$ cat src/rtl/gestor_chamadas_if.sv
// Signal bundle between the call/door manager and the surrounding elevator
// system: call buttons, door sensor, floor feedback from the elevator FSM,
// and the call/freeze/status outputs back towards it.
interface gestor_chamadas_if;

  // Inputs towards the manager
  logic btn_t;
  logic btn_1;
  logic btn_2;
  logic btn_3;
  logic obstrucao;
  logic AndarB1;
  logic AndarB0;

  // Outputs from the manager
  logic At;
  logic A1;
  logic A2;
  logic A3;
  logic Erro;
  logic porta_aberta;
  logic falha;

  // Environment side: drives buttons, sensor and floor, observes outputs
  modport master (
    output btn_t, btn_1, btn_2, btn_3, obstrucao, AndarB1, AndarB0,
    input  At, A1, A2, A3, Erro, porta_aberta, falha
  );

  // Manager side
  modport slave (
    input  btn_t, btn_1, btn_2, btn_3, obstrucao, AndarB1, AndarB0,
    output At, A1, A2, A3, Erro, porta_aberta, falha
  );

endinterface : gestor_chamadas_if

$ cat src/rtl/gestor_chamadas.sv
// Call/door manager sitting in front of the elevator FSM.
// Latches floor calls, presents them as At/A1/A2/A3, clears a call when the
// car is at that floor (opening the door), and freezes the FSM through Erro
// while the door is open or after a movement timeout fault.
module gestor_chamadas #(
  parameter int DOOR_CYCLES    = 8,
  parameter int TIMEOUT_CYCLES = 64
) (
  input  logic              clk,
  input  logic              reset,
  gestor_chamadas_if.slave  bus
);

  // Timer widths; a single-cycle door still needs a one-bit register
  localparam int DW = (DOOR_CYCLES > 1) ? $clog2(DOOR_CYCLES) : 1;
  localparam int MW = $clog2(TIMEOUT_CYCLES);

  localparam logic [DW-1:0] DR_LOAD = DW'(DOOR_CYCLES - 1);
  localparam logic [MW-1:0] MV_LAST = MW'(TIMEOUT_CYCLES - 1);

  typedef enum logic [1:0] {
    ST_IDLE,
    ST_MOVING,
    ST_DOOR_OPEN,
    ST_FAULT
  } state_e;

  state_e          state_q, state_d;
  logic [3:0]      req_q, req_d;
  logic [1:0]      floor_prev_q;
  logic [DW-1:0]   dr_tmr_q, dr_tmr_d;
  logic [MW-1:0]   mv_tmr_q, mv_tmr_d;

  // Registered outputs
  logic [3:0]      calls_q;
  logic            erro_q;
  logic            porta_q;
  logic            falha_q;

  // Combinational helpers
  logic [1:0]      floor;
  logic [3:0]      btn;
  logic [3:0]      floor_oh;
  logic [3:0]      btn_eff;
  logic [3:0]      clr;
  logic            call_here;

  assign floor     = {bus.AndarB1, bus.AndarB0};
  assign btn       = {bus.btn_3, bus.btn_2, bus.btn_1, bus.btn_t};
  assign floor_oh  = 4'b0001 << floor;
  assign call_here = |(req_q & floor_oh);

  // Next-state, timer and request computation
  always_comb begin
    // NOTE: every variable written here gets a default first so no latch is
    // inferred on paths that do not assign it.
    state_d  = state_q;
    dr_tmr_d = dr_tmr_q;
    mv_tmr_d = mv_tmr_q;
    clr      = 4'b0000;
    btn_eff  = btn;

    unique case (state_q)
      ST_IDLE: begin
        if (call_here) begin
          state_d  = ST_DOOR_OPEN;
          clr      = floor_oh;
          dr_tmr_d = DR_LOAD;
        end else if (req_q != 4'b0000) begin
          state_d  = ST_MOVING;
          mv_tmr_d = '0;
        end
      end

      ST_MOVING: begin
        if (call_here) begin
          state_d  = ST_DOOR_OPEN;
          clr      = floor_oh;
          dr_tmr_d = DR_LOAD;
        end else if (req_q == 4'b0000) begin
          state_d  = ST_IDLE;
        end else if (floor != floor_prev_q) begin
          // Car is progressing: restart the stall watchdog
          mv_tmr_d = '0;
        end else if (mv_tmr_q == MV_LAST) begin
          state_d  = ST_FAULT;
        end else begin
          mv_tmr_d = mv_tmr_q + MW'(1);
        end
      end

      ST_DOOR_OPEN: begin
        // A press for the floor we are standing at only holds the door open
        btn_eff = btn & ~floor_oh;
        if (bus.obstrucao || (|(btn & floor_oh))) begin
          dr_tmr_d = DR_LOAD;
        end else if (dr_tmr_q == '0) begin
          if (req_q != 4'b0000) begin
            state_d  = ST_MOVING;
            mv_tmr_d = '0;
          end else begin
            state_d  = ST_IDLE;
          end
        end else begin
          dr_tmr_d = dr_tmr_q - DW'(1);
        end
      end

      ST_FAULT: begin
        // Absorbing; only reset leaves this state
      end

      default: state_d = ST_IDLE;
    endcase

    // Clearing the served floor wins over a simultaneous press of it
    req_d = (req_q | btn_eff) & ~clr;
  end

  // State, timers, request latch and registered outputs
  always_ff @(posedge clk) begin
    if (reset) begin
      // NOTE: sequential state uses non-blocking assignments so every
      // register samples the pre-edge values of the others.
      state_q      <= ST_IDLE;
      req_q        <= 4'b0000;
      floor_prev_q <= 2'b00;
      dr_tmr_q     <= '0;
      mv_tmr_q     <= '0;
      calls_q      <= 4'b0000;
      erro_q       <= 1'b0;
      porta_q      <= 1'b0;
      falha_q      <= 1'b0;
    end else begin
      state_q      <= state_d;
      req_q        <= req_d;
      floor_prev_q <= floor;
      dr_tmr_q     <= dr_tmr_d;
      mv_tmr_q     <= mv_tmr_d;
      calls_q      <= (state_d == ST_FAULT) ? 4'b0000 : req_d;
      erro_q       <= (state_d == ST_DOOR_OPEN) || (state_d == ST_FAULT);
      porta_q      <= (state_d == ST_DOOR_OPEN);
      falha_q      <= (state_d == ST_FAULT);
    end
  end

  assign bus.At           = calls_q[0];
  assign bus.A1           = calls_q[1];
  assign bus.A2           = calls_q[2];
  assign bus.A3           = calls_q[3];
  assign bus.Erro         = erro_q;
  assign bus.porta_aberta = porta_q;
  assign bus.falha        = falha_q;

endmodule : gestor_chamadas

$ cat src/flat_wrapper.sv
// flat-port wrapper written by rule: the top's interface ports become plain ports
module gestor_chamadas_flat 
#(
  parameter int DOOR_CYCLES    = 8,
  parameter int TIMEOUT_CYCLES = 64
)
  (clk, reset, bus_btn_t, bus_btn_1, bus_btn_2, bus_btn_3, bus_obstrucao, bus_AndarB1, bus_AndarB0, bus_At, bus_A1, bus_A2, bus_A3, bus_Erro, bus_porta_aberta, bus_falha);
  gestor_chamadas_if bus_i ();
  input  logic clk;
  input  logic reset;
  input wire logic [$bits(bus_i.btn_t)-1:0] bus_btn_t;
  input wire logic [$bits(bus_i.btn_1)-1:0] bus_btn_1;
  input wire logic [$bits(bus_i.btn_2)-1:0] bus_btn_2;
  input wire logic [$bits(bus_i.btn_3)-1:0] bus_btn_3;
  input wire logic [$bits(bus_i.obstrucao)-1:0] bus_obstrucao;
  input wire logic [$bits(bus_i.AndarB1)-1:0] bus_AndarB1;
  input wire logic [$bits(bus_i.AndarB0)-1:0] bus_AndarB0;
  output wire logic [$bits(bus_i.At)-1:0] bus_At;
  output wire logic [$bits(bus_i.A1)-1:0] bus_A1;
  output wire logic [$bits(bus_i.A2)-1:0] bus_A2;
  output wire logic [$bits(bus_i.A3)-1:0] bus_A3;
  output wire logic [$bits(bus_i.Erro)-1:0] bus_Erro;
  output wire logic [$bits(bus_i.porta_aberta)-1:0] bus_porta_aberta;
  output wire logic [$bits(bus_i.falha)-1:0] bus_falha;
  assign bus_i.btn_t = bus_btn_t;
  assign bus_i.btn_1 = bus_btn_1;
  assign bus_i.btn_2 = bus_btn_2;
  assign bus_i.btn_3 = bus_btn_3;
  assign bus_i.obstrucao = bus_obstrucao;
  assign bus_i.AndarB1 = bus_AndarB1;
  assign bus_i.AndarB0 = bus_AndarB0;
  assign bus_At = bus_i.At;
  assign bus_A1 = bus_i.A1;
  assign bus_A2 = bus_i.A2;
  assign bus_A3 = bus_i.A3;
  assign bus_Erro = bus_i.Erro;
  assign bus_porta_aberta = bus_i.porta_aberta;
  assign bus_falha = bus_i.falha;
  gestor_chamadas #(.DOOR_CYCLES(DOOR_CYCLES), .TIMEOUT_CYCLES(TIMEOUT_CYCLES)) u_core (.clk(clk), .reset(reset), .bus(bus_i));
endmodule
$ cat config.mk
export PLATFORM = sky130hd
export DESIGN_NAME = gestor_chamadas_flat
export DESIGN_NICKNAME = d
export VERILOG_FILES = /design/src/rtl/gestor_chamadas_if.sv /design/src/rtl/gestor_chamadas.sv /design/src/flat_wrapper.sv
export SDC_FILE = /design/constraint.sdc
export NUM_CORES = 1
export LEC_CHECK = 0
export CAP_MARGIN = 0
export CORE_UTILIZATION = 58
export CTS_CLUSTER_DIAMETER = 60
export DETAILED_ROUTE_END_ITERATION = 12
export GPL_ROUTABILITY_DRIVEN = 0
export PLACE_DENSITY = 0.83
export SLEW_MARGIN = 20
export SYNTH_ARGS = -nofsm -noshare
export SYNTH_HDL_FRONTEND = slang
export SYNTH_SLANG_ARGS = --single-unit
$ cat constraint.sdc
create_clock -name clk -period 4.25 [get_ports clk]
set_input_delay 0.85 -clock clk [delete_from_list [all_inputs] [get_ports clk]]
set_output_delay 0.85 -clock clk [all_outputs]
set_load 0.1 [all_outputs]
After elaboration in Yosys (flattened, before gate mapping)
Index checks and enable logic that the tools add are counted.
Word-level totals
  logic and storage cells: 73
  input port bits: 9
  bits in registers: 24
Cells by class
  equality and inequality tests: 14
  multiplexer cells: 26
  add/sub/neg operators: 2
  shift-type cells: 1
  reduce and logical (&&, ||, !) cells: 14
  bitwise gates (word level): 7
Operators with widths (number)
  $mux 6: 8
  $pmux 6 s3: 1
  $and 4x4->4: 4
  $mux 2: 8
  $mux 4: 3
  $mux 3: 3
  $ne 2x2->1 const B: 4
  $not 4->4: 2
  $reduce_or 4->1: 2
  $reduce_and 7->1: 1
  $add 6x1->6 const B: 1
  $eq 2x2->1 const B: 3
  $eq 6x6->1 const B: 1
  $ne 3x2->1 const B: 2
  $pmux 2 s3: 1
  $pmux 3 s2: 1
  $logic_not 4->1: 1
  $ne 2x1->1 const B: 2
  $or 4x4->4: 1
  $reduce_bool 4->1: 1
  $reduce_or 2->1: 2
  $shl 1x2->4 const A: 1
  $logic_not 3->1: 1
  $reduce_and 3->1: 1
  other kinds (8): 9

Longest topological paths before layout
Gate-level depths: netlist of the first run.
  depth in word-level cells: 8
  depth in mapped cells: 7

Least setup slack after synthesis of the first run
Ideal clock, no wire load.
  kind: input port to flip-flop
  from: in bus_AndarB0
  to: reg u_core.calls_q[0]
  setup slack: 1.983 ns
  path buffers: 1
  required time: 4.135 ns
  stages on the path: 6
  arrival: 2.152 ns
  path through: buf_6 -> mux4_2 -> or3_1 -> o311ai_1 -> o21ai_1 -> and2_1
Between the ends
  longest elaborated chain between the ends: 8
RTL lines
  start, declared: line flat_wrapper.sv:17  | input wire logic [$bits(bus_i.AndarB0)-1:0] bus_AndarB0;
  $shl 1x2->4: line gestor_chamadas.sv:50  | assign floor_oh = 4'b0001 << floor;
  $and 4x4->4: line gestor_chamadas.sv:95  | if (bus.obstrucao || (|(btn & floor_oh))) begin
  $reduce_or 4->1: line gestor_chamadas.sv:95
  $logic_or 1x1->1: line gestor_chamadas.sv:95
  $mux 2: line gestor_chamadas.sv:95
  $pmux 2 s3: line gestor_chamadas.sv:63  | unique case (state_q)
  $eq 2x2->1: line gestor_chamadas.sv:140  | calls_q <= (state_d == ST_FAULT) ? 4'b0000 : req_d;
  $reduce_or 2->1 (no source line)
  end signal, assigned: line gestor_chamadas.sv:140
  end, declared: line gestor_chamadas.sv:35  | logic [3:0] calls_q;
Several ways; a longest one is shown, not always the timed one.
A chain may end at the register's enable or synchronous reset.

Worst setup path after layout of the first run
Ends and elaborated chain as after synthesis.

==> results of run 1 <==
-- final timing paths --
path	startpoint	end	cells after the start	slack (ps)
setup / recovery	bus_AndarB0	u_core.calls_q[0]	6	1350
hold / removal	u_core.mv_tmr_q[0]	u_core.mv_tmr_q[0]	1	510
setup reg to reg	u_core.req_q[2]	u_core.calls_q[2]	5	2270
hold reg to reg	u_core.mv_tmr_q[0]	u_core.mv_tmr_q[0]	1	510
-- stage by stage --
step	total power, mW	hold WS (ps)	instance area, um^2	setup slack [ps]
2_1_floorplan	0.4211	466.3	1264	1983
3_3_place_gp	0.4610	478.6	1400	1166
3_5_place_dp	0.4663	494.8	1400	1052
4_1_cts	0.6325	514.8	1453	1400
5_1_grt	0.6569	543.7	1453	1223
6_report	0.6326	514.3	1453	1347
-- cell usage in the layout, fill, tap and decap left out, types with 2 or more instances in the layout --
cell type        synthesis  layout
dfxtp_1                 24      24
clkdlybuf4s50_1          0      15
nor2_1                  13      13
inv_1                   11      11
nand2_1                  7       7
nand3_1                  6       6
o211ai_1                 6       6
a21oi_1                  5       5
nor2b_1                  5       5
mux2i_1                  5       5
and2_1                   4       4
o21ai_0                  4       4
o21bai_1                 3       3
ha_1                     3       3
clkbuf_4                 0       3
nand2b_1                 2       2
xnor2_1                  2       2
or3_1                    2       2
o2111ai_1                2       2
a311oi_1                 2       2
nand3b_1                 2       2
-- final cells by class --
| class | instances | area share (%) |
|---|---|---|
| well taps | 27 | 2.326 |
| clock buffers | 3 | 1.550 |
| clock inverters | 1 | 2.067 |
| multi-input cells | 95 | 47.80 |
| repair buffers | 15 | 10.34 |
| flip-flops and latches | 24 | 33.08 |
| inverters | 11 | 2.842 |
-- power breakdown --
group	leakage (nW)	switching, mW	total, mW	internal (mW)
Clock	0.0279	0.0728	0.168	0.0954
Sequential	0.198	0.0194	0.267	0.247
Combinational	0.312	0.132	0.197	0.0650
Total	0.538	0.225	0.633	0.408
-- routing by layer --
metal  vias to the layer above  part of all wire (%)
li1                        522                     -
met1                       494                    46
met2                        44                    47
met3                         6                   5.8
met4                         0                   1.3
met5                         -                     0
-- worst max-delay path, delay by kind of cell --
family                 cells  cell delay (ps)
AO/OA/AOI/OAI              2              310
buffers and inverters      1              850
multiplexers               1              580
AND/OR/NAND/NOR            2              540
-- logic make-up after synthesis --
logic type      after synthesis  share of synthesized area [%]
compound gates               36                          23.57
xor+xnor                      2                          1.386
fa+ha+maj                     3                          2.971
buf+inv                      17                          7.029
flops                        24                          38.02
mux                           7                          6.930
simple gates                 47                          20.10
-- flip-flops by register name, indices dropped and copies added (netlist names) --
name	count
u_core.mv_tmr_q	6
u_core.calls_q	4
u_core.req_q	4
u_core.dr_tmr_q	3
u_core.floor_prev_q	2
u_core.state_q	2
u_core.bus.Erro	1
u_core.bus.falha	1
u_core.bus.porta_aberta	1
-- cell usage after synthesis, types with 3 or more instances --
cell type	number	area share, %
o21bai_1	3	1.8
mux2i_1	5	4.0
clkbuf_1	3	0.89
dfxtp_1	24	38
o21ai_0	4	1.6
nand3_1	6	2.4
ha_1	3	3.0
a21oi_1	5	2.0
o211ai_1	6	3.6
and2_1	4	2.0
nand2_1	7	2.1
inv_1	11	3.3
nor2_1	13	3.9
nor2b_1	5	2.5
==> results.cfg, run 1 <==
[cts]
clockBufferDepth = 2
h-tree-depth = 1
post-cts-setup-buffer-count = 0
clock-root-buffer = clkbuf_4
numClockSinks = 24
tritoncts = built
cts_made_buffers = 3
clk_transition_reported_paths_ps = 140
hold_buffers = 0
post_cts_resized = 0
insertion_delay_ps = 320

[power]
power.density_cell_area_nw_per_um2 = 435.4
peakVddDrop_mv = 0.2461
p_leak_nw = 0.5375

[final_layout]
area_delta_synth_final_pct = 14.95
finish.utilization_pct = 72.56
fin_nets = 162
num_antenna_cells = 0
seq_area_um2 = 480.5
multiInputGateArea_um2 = 694.4
n_fill_cell = 147
instances_no_fill = 176
drive_gt1_share_pct = 6.711

[global_route]
groute.layer.met1.usage_pct = 31.62
grt_pass1_wl_um = 4616
grtUsageMet2_pct = 41.67
track_usage_pct = 25.17
grt_pass1_vias = 1049
antenna_found_initial = 0
grt_start_max_net_pins = 17
grtUsageMet3_pct = 3.774
grt-ovfl-total = 0
grt-busiest-layer = met2

[logic_synthesis]
syn_area_per_cell_um2 = 9.292
yosysWarnings = 0
synth_edf_count = 0
synth_seq_cells = 24
syn_inst = 136
synth_flop_cell = dfxtp_1
synth_cell_types = 45
ys_seq_area_share_pct = 38.02
syn_area_um2 = 1264
synth-async-reset-ratio_pct = 0
syn-num-nets = 148

[sta]
hold_violations = 0
setup_viol = 0
min_period_ps = 2903
tns_ps = 0
worst_pin_slew_ps = 967.2
fin_crit_sh_pct = 68.30
fmax_ghz = 0.3445
rsz0062_at_grt = no
skew_ps = 1.350
slew_headroom_pct = 35.32
maxSlewViolCount = 0

[worst_hold_path]
hp-class = flip-flop to flip-flop

[routing]
drt_iter0_drc = 40
via_per_inst = 6.057
post-route-drc-count = 0
wl_um = 2654
drtAntennaViolNets = 0
first_pass_iters = 4
vias = 1066
wl_per_cell_um = 15.08

[critical_path]
critPathRequiredTime_ps = 4480
setup.worst_path.start_class = primary input
cp_slowest_cell = clkdlybuf4s50_1
critPathArrivalTime_ps = 3140
endpoint_kind = flip-flop
slowest_delay_ps = 850
path_cells = clkdlybuf4s50_1, mux4_2, or3_1, o311ai_1, o21ai_1, and2_1
critical_path_class = primary input to flip-flop
path_max_fanout = 14

[floorplan]
row_count = 16
dieArea_um2 = 2369
start_util_pct = 63.13
die_w_um = 48.68
core-area_um2 = 2002
io_pins = 16
dieHeight_um = 48.68

[placement]
numPlacedInstances = 172
dp_hpwl_um = 1845
port_buffers = 15

[run]
max_cap_violations = 0

[status]
status = complete, no violations
(Power assumes the default switching activity.)
==> run 2: changes to the inputs <==
--- a/config.mk
+++ b/config.mk
@@ -6,11 +6,11 @@
 export NUM_CORES = 1
 export LEC_CHECK = 0
 export CAP_MARGIN = 0
-export CORE_UTILIZATION = 58
+export CORE_UTILIZATION = 48
 export CTS_CLUSTER_DIAMETER = 60
 export DETAILED_ROUTE_END_ITERATION = 12
 export GPL_ROUTABILITY_DRIVEN = 0
-export PLACE_DENSITY = 0.83
+export PLACE_DENSITY = 0.73
 export SLEW_MARGIN = 20
 export SYNTH_ARGS = -nofsm -noshare
 export SYNTH_HDL_FRONTEND = slang
==> constraint.sdc (replaced) <==
create_clock -name clk -period 2.5 [get_ports clk]
set_input_delay 0.5 -clock clk [delete_from_list [all_inputs] [get_ports clk]]
set_output_delay 0.5 -clock clk [all_outputs]
set_load 0.1 [all_outputs]
==> results.cfg, run 2 (synthesis gave the netlist of run 1 again) <==
[power]
peakVddDrop_mv = 0.4629
power_mw = 0.9649
p_leak_nw = 0.5831
power.density_cell_area_nw_per_um2 = 650.2

[floorplan]
start_util_pct = 51.01
die_w_um = 53.31
dieArea_um2 = 2842
row_count = 18
dieHeight_um = 53.31
io_pins = 16
core-area_um2 = 2477

[cts]
clk_transition_reported_paths_ps = 110
hold_buffers = 0
h-tree-depth = 1
clockBufferDepth = 2
cts_made_buffers = 3
post_cts_resized = 0
numClockSinks = 24
clock-root-buffer = clkbuf_4
tritoncts = built
insertion_delay_ps = 300
post-cts-setup-buffer-count = 0

[global_route]
grt_start_max_net_pins = 17
antenna_found_initial = 0
grt_pass1_wl_um = 4347
track_usage_pct = 21.04
grt_pass1_vias = 989
grt-ovfl-total = 0

[sta]
skew_ps = 3.118
slew_headroom_pct = 55.95
hold_violations = 0
worst_pin_slew_ps = 658.7
fin_crit_sh_pct = 92.33
tns_ps = 0
fmax_ghz = 0.4332
fin_hold_ws_ps = 501.7
rsz0062_at_grt = no
maxSlewViolCount = 0
min_period_ps = 2308
setup_viol = 0

[routing]
vias = 1078
via_per_inst = 5.734
drtAntennaViolNets = 0
wl_um = 2522
wl_per_cell_um = 13.41
first_pass_iters = 4
post-route-drc-count = 0
drt_iter0_drc = 35

[final_layout]
regMostFlops = u_core.mv_tmr_q
fin_area_um2 = 1484
multiInputGateArea_um2 = 694.4
area_delta_synth_final_pct = 17.43
reg_top3 = u_core.mv_tmr_q x6, u_core.calls_q x4, u_core.req_q x4
drive_gt1_share_pct = 16.46
largest_reg_flops = 6
final_cell_mix = 24 x dfxtp_1, 17 x buf_4, 13 x nor2_1, 11 x inv_1, 8 x clkdlybuf4s50_1
n_fill_cell = 220
layout_commonest_cell = dfxtp_1
seq_area_um2 = 480.5
finish.utilization_pct = 59.90
num_antenna_cells = 0
fin_nets = 172

[placement]
dpl_cell_area_um2 = 1461
port_buffers = 15
dp_hpwl_um = 1946

[run]
max_cap_violations = 0

[critical_path]
setup.worst_path.start_class = primary input
critPathRequiredTime_ps = 2710
critical_path_class = primary input to flip-flop
path_max_fanout = 5
endpoint_kind = flip-flop
critPathArrivalTime_ps = 2520

[worst_hold_path]
hp-class = flip-flop to flip-flop

[status]
status = complete, no violations
## run 2: cell types whose count changed in the layout (fill, tap and decap cells not counted), sizes merged
cell	change
buf	+17
bufinv	-1
clkdlybuf4s50	-7
## run 2: worst paths after layout
path                           start                  to  slack (ps)  cells past startpoint
setup reg to reg  u_core.dr_tmr_q[0]   u_core.calls_q[0]         650                      7
hold / removal    u_core.mv_tmr_q[1]  u_core.mv_tmr_q[1]         500                      2
setup / recovery         bus_AndarB0   u_core.calls_q[0]         190                      6
hold reg to reg   u_core.mv_tmr_q[1]  u_core.mv_tmr_q[1]         500                      2
## run 2: cell type report
type	instances	area share, %
Timing Repair Buffer	25	14.00
Inverter	11	2.782
Sequential cell	24	32.38
Tap cell	30	2.530
Multi-Input combinational cell	95	46.80
Clock buffer	3	1.518
## run 2: power breakdown
group          total, mW  leakage (nW)  internal, mW  switching (mW)
registers          0.453         0.198         0.421          0.0329
clock network      0.158        0.0138        0.0562           0.102
logic              0.353         0.371         0.128           0.226
## run 2: per-stage QoR
| step | instances | worst slack, ps |
|---|---|---|
| floorplan | 136 | 582.6 |
| global placement | 185 | -102.1 |
| detailed placement | 185 | -113.0 |
| CTS | 188 | 203.7 |
| global route | 188 | 122.1 |
| finish | 188 | 191.7 |
## run 2: routing by layer
| layer | share of wire, % | track usage, % |
|---|---|---|
| met2 | 48 | 33.33 |
| met1 | 46 | 26.90 |
| met4 | 0.52 | 6.140 |
| met5 | 0 | 0 |
| met3 | 5.5 | 6.609 |
## run 2: worst max-delay path, cell delays in order
cell,delay [ps]
clkdlybuf4s50_1,600
mux4_2,520
or3_1,360
o311ai_1,120
o21ai_1,220
and2_1,200
==> run 3: changes to the inputs <==
--- a/config.mk
+++ b/config.mk
@@ -9,7 +9,6 @@
 export CORE_UTILIZATION = 48
 export CTS_CLUSTER_DIAMETER = 60
 export DETAILED_ROUTE_END_ITERATION = 12
-export GPL_ROUTABILITY_DRIVEN = 0
 export PLACE_DENSITY = 0.73
 export SLEW_MARGIN = 20
 export SYNTH_ARGS = -nofsm -noshare
==> results.cfg, run 3 (synthesis gave the netlist of run 1 again) <==
[status]
status = complete, no violations

[final_layout]
fin_area_um2 = 1491
regMostFlops = u_core.mv_tmr_q
multiInputGateArea_um2 = 694.4
final_cell_mix = 24 x dfxtp_1, 18 x buf_4, 13 x nor2_1, 11 x inv_1, 8 x clkdlybuf4s50_1
largest_reg_flops = 6
layout_commonest_cell = dfxtp_1
reg_top3 = u_core.mv_tmr_q x6, u_core.calls_q x4, u_core.req_q x4
area_delta_synth_final_pct = 18.02
num_antenna_cells = 0
fin_nets = 173
seq_area_um2 = 480.5
drive_gt1_share_pct = 16.98
n_fill_cell = 237

[cts]
cts_made_buffers = 3
numClockSinks = 24
insertion_delay_ps = 310
clock-root-buffer = clkbuf_4
clockBufferDepth = 2
h-tree-depth = 1
post_cts_resized = 0
hold_buffers = 0
post-cts-setup-buffer-count = 0
tritoncts = built
clk_transition_reported_paths_ps = 110

[sta]
fin_hold_ws_ps = 512.4
worst_pin_slew_ps = 505.9
rsz0062_at_grt = no
fmax_ghz = 0.4393
setup_viol = 0
tns_ps = 0
skew_ps = 9.098
worst_slack_ps = 223.6
maxSlewViolCount = 0
min_period_ps = 2276
hold_violations = 0
fin_crit_sh_pct = 91.05
slew_headroom_pct = 66.17

[floorplan]
die_w_um = 53.31
row_count = 18
dieHeight_um = 53.31
dieArea_um2 = 2842
core-area_um2 = 2477
start_util_pct = 51.01
io_pins = 16

[global_route]
grt-ovfl-total = 0
grt_start_max_net_pins = 13
grt_pass1_vias = 889
antenna_found_initial = 0
track_usage_pct = 19.68
grt_pass1_wl_um = 3926

[power]
p_sw_share_pct = 37.37
power.switching_mw = 0.3616
power.density_cell_area_nw_per_um2 = 648.8
seqPwrFrac_pct = 46.8
power_mw = 0.9677
peakVddDrop_mv = 0.5831
intPower_mw = 0.6061
p_leak_nw = 0.5879
clockPowerShare_pct = 16.4
power_frac_comb_pct = 36.9

[critical_path]
critical_path_class = primary input to flip-flop
setup.worst_path.start_class = primary input
path_max_fanout = 5
r2r-start = u_core.dr_tmr_q[0]
path_cells = clkdlybuf4s50_1, buf_4, xnor2_1, nand4b_1, buf_4, a2111oi_4, nand3_1, o211ai_1
reg2reg_depth = 8
critPathArrivalTime_ps = 2510
cp_slowest_cell = clkdlybuf4s50_1
rr_endpoint = u_core.mv_tmr_q[2]
slowest_delay_ps = 510
crit_top_cell = buf_4
reg2reg_slack_ps = 650
endpoint_kind = flip-flop
critPathRequiredTime_ps = 2730

[worst_hold_path]
hp-start = u_core.mv_tmr_q[0]
whs_path_depth = 1
hold_end = u_core.mv_tmr_q[0]
hp-class = flip-flop to flip-flop

[run]
max_cap_violations = 0

[routing]
wl_per_cell_um = 13.62
via_per_inst = 5.646
drt_iter0_drc = 27
first_pass_iters = 4
vias = 1067
wl_um = 2575
drtAntennaViolNets = 0
post-route-drc-count = 0

[placement]
gp_congestion = 0.8199
dp_slack_ps = -85.58
dp_hpwl_um = 1994
dpl_cell_area_um2 = 1469
port_buffers = 15
==> run 3: how the worst max path moves through the flow <==
| stage | start | to | slack [ps] |
|---|---|---|---|
| global route | bus_AndarB0 | u_core.calls_q[0] | 100 |
| CTS | bus_AndarB0 | u_core.mv_tmr_q[2] | 240 |
| finish | bus_AndarB0 | u_core.mv_tmr_q[2] | 220 |
| detailed placement | bus_AndarB0 | u_core.mv_tmr_q[1] | -90 |
| global placement | bus_AndarB0 | u_core.mv_tmr_q[2] | -50 |
| floorplan | bus_AndarB0 | u_core.calls_q[0] | 580 |
==> run 3: area by class of cell <==
cell class	instances	area share (%)
Timing Repair Buffer	26	14.43
Tap cell	30	2.517
Sequential cell	24	32.21
Inverter	11	2.768
Clock buffer	3	1.510
Multi-Input combinational cell	95	46.56
==> run 3: metal layers <==
metal  track usage [%]  vias up  share of wire, %
met4             5.263        0               1.2
met2             31.46       19                46
met3             6.322        5               3.6
met5                 0        -                 0
met1             25.00      497                49
li1                  -      546                 -
==> run 3: power groups by stage <==
stage / registers, mW / logic, mW / clock network [mW]
finish: 0.453 / 0.357 / 0.158
floorplan: 0.562 / 0.154 / 0
global route: 0.458 / 0.383 / 0.182
CTS: 0.453 / 0.359 / 0.166
global placement: 0.462 / 0.353 / 0
detailed placement: 0.461 / 0.357 / 0
==> run 3: stage by stage <==
step / std cells / utilization (%)
after detailed placement: 186 / 59.29
after floorplan: 136 / -
after global routing: 189 / 60.20
after CTS: 189 / 60.20
after global placement: 186 / 59.29
final: 189 / 60.20
==> run 3: critical path, delay by kind of cell <==
family	cells	cell delay, ps
and+or+nand+nor	2	320
AOI/OAI and AO/OA	2	560
xor gates and xnor gates	1	220
buffers and inverters	3	910
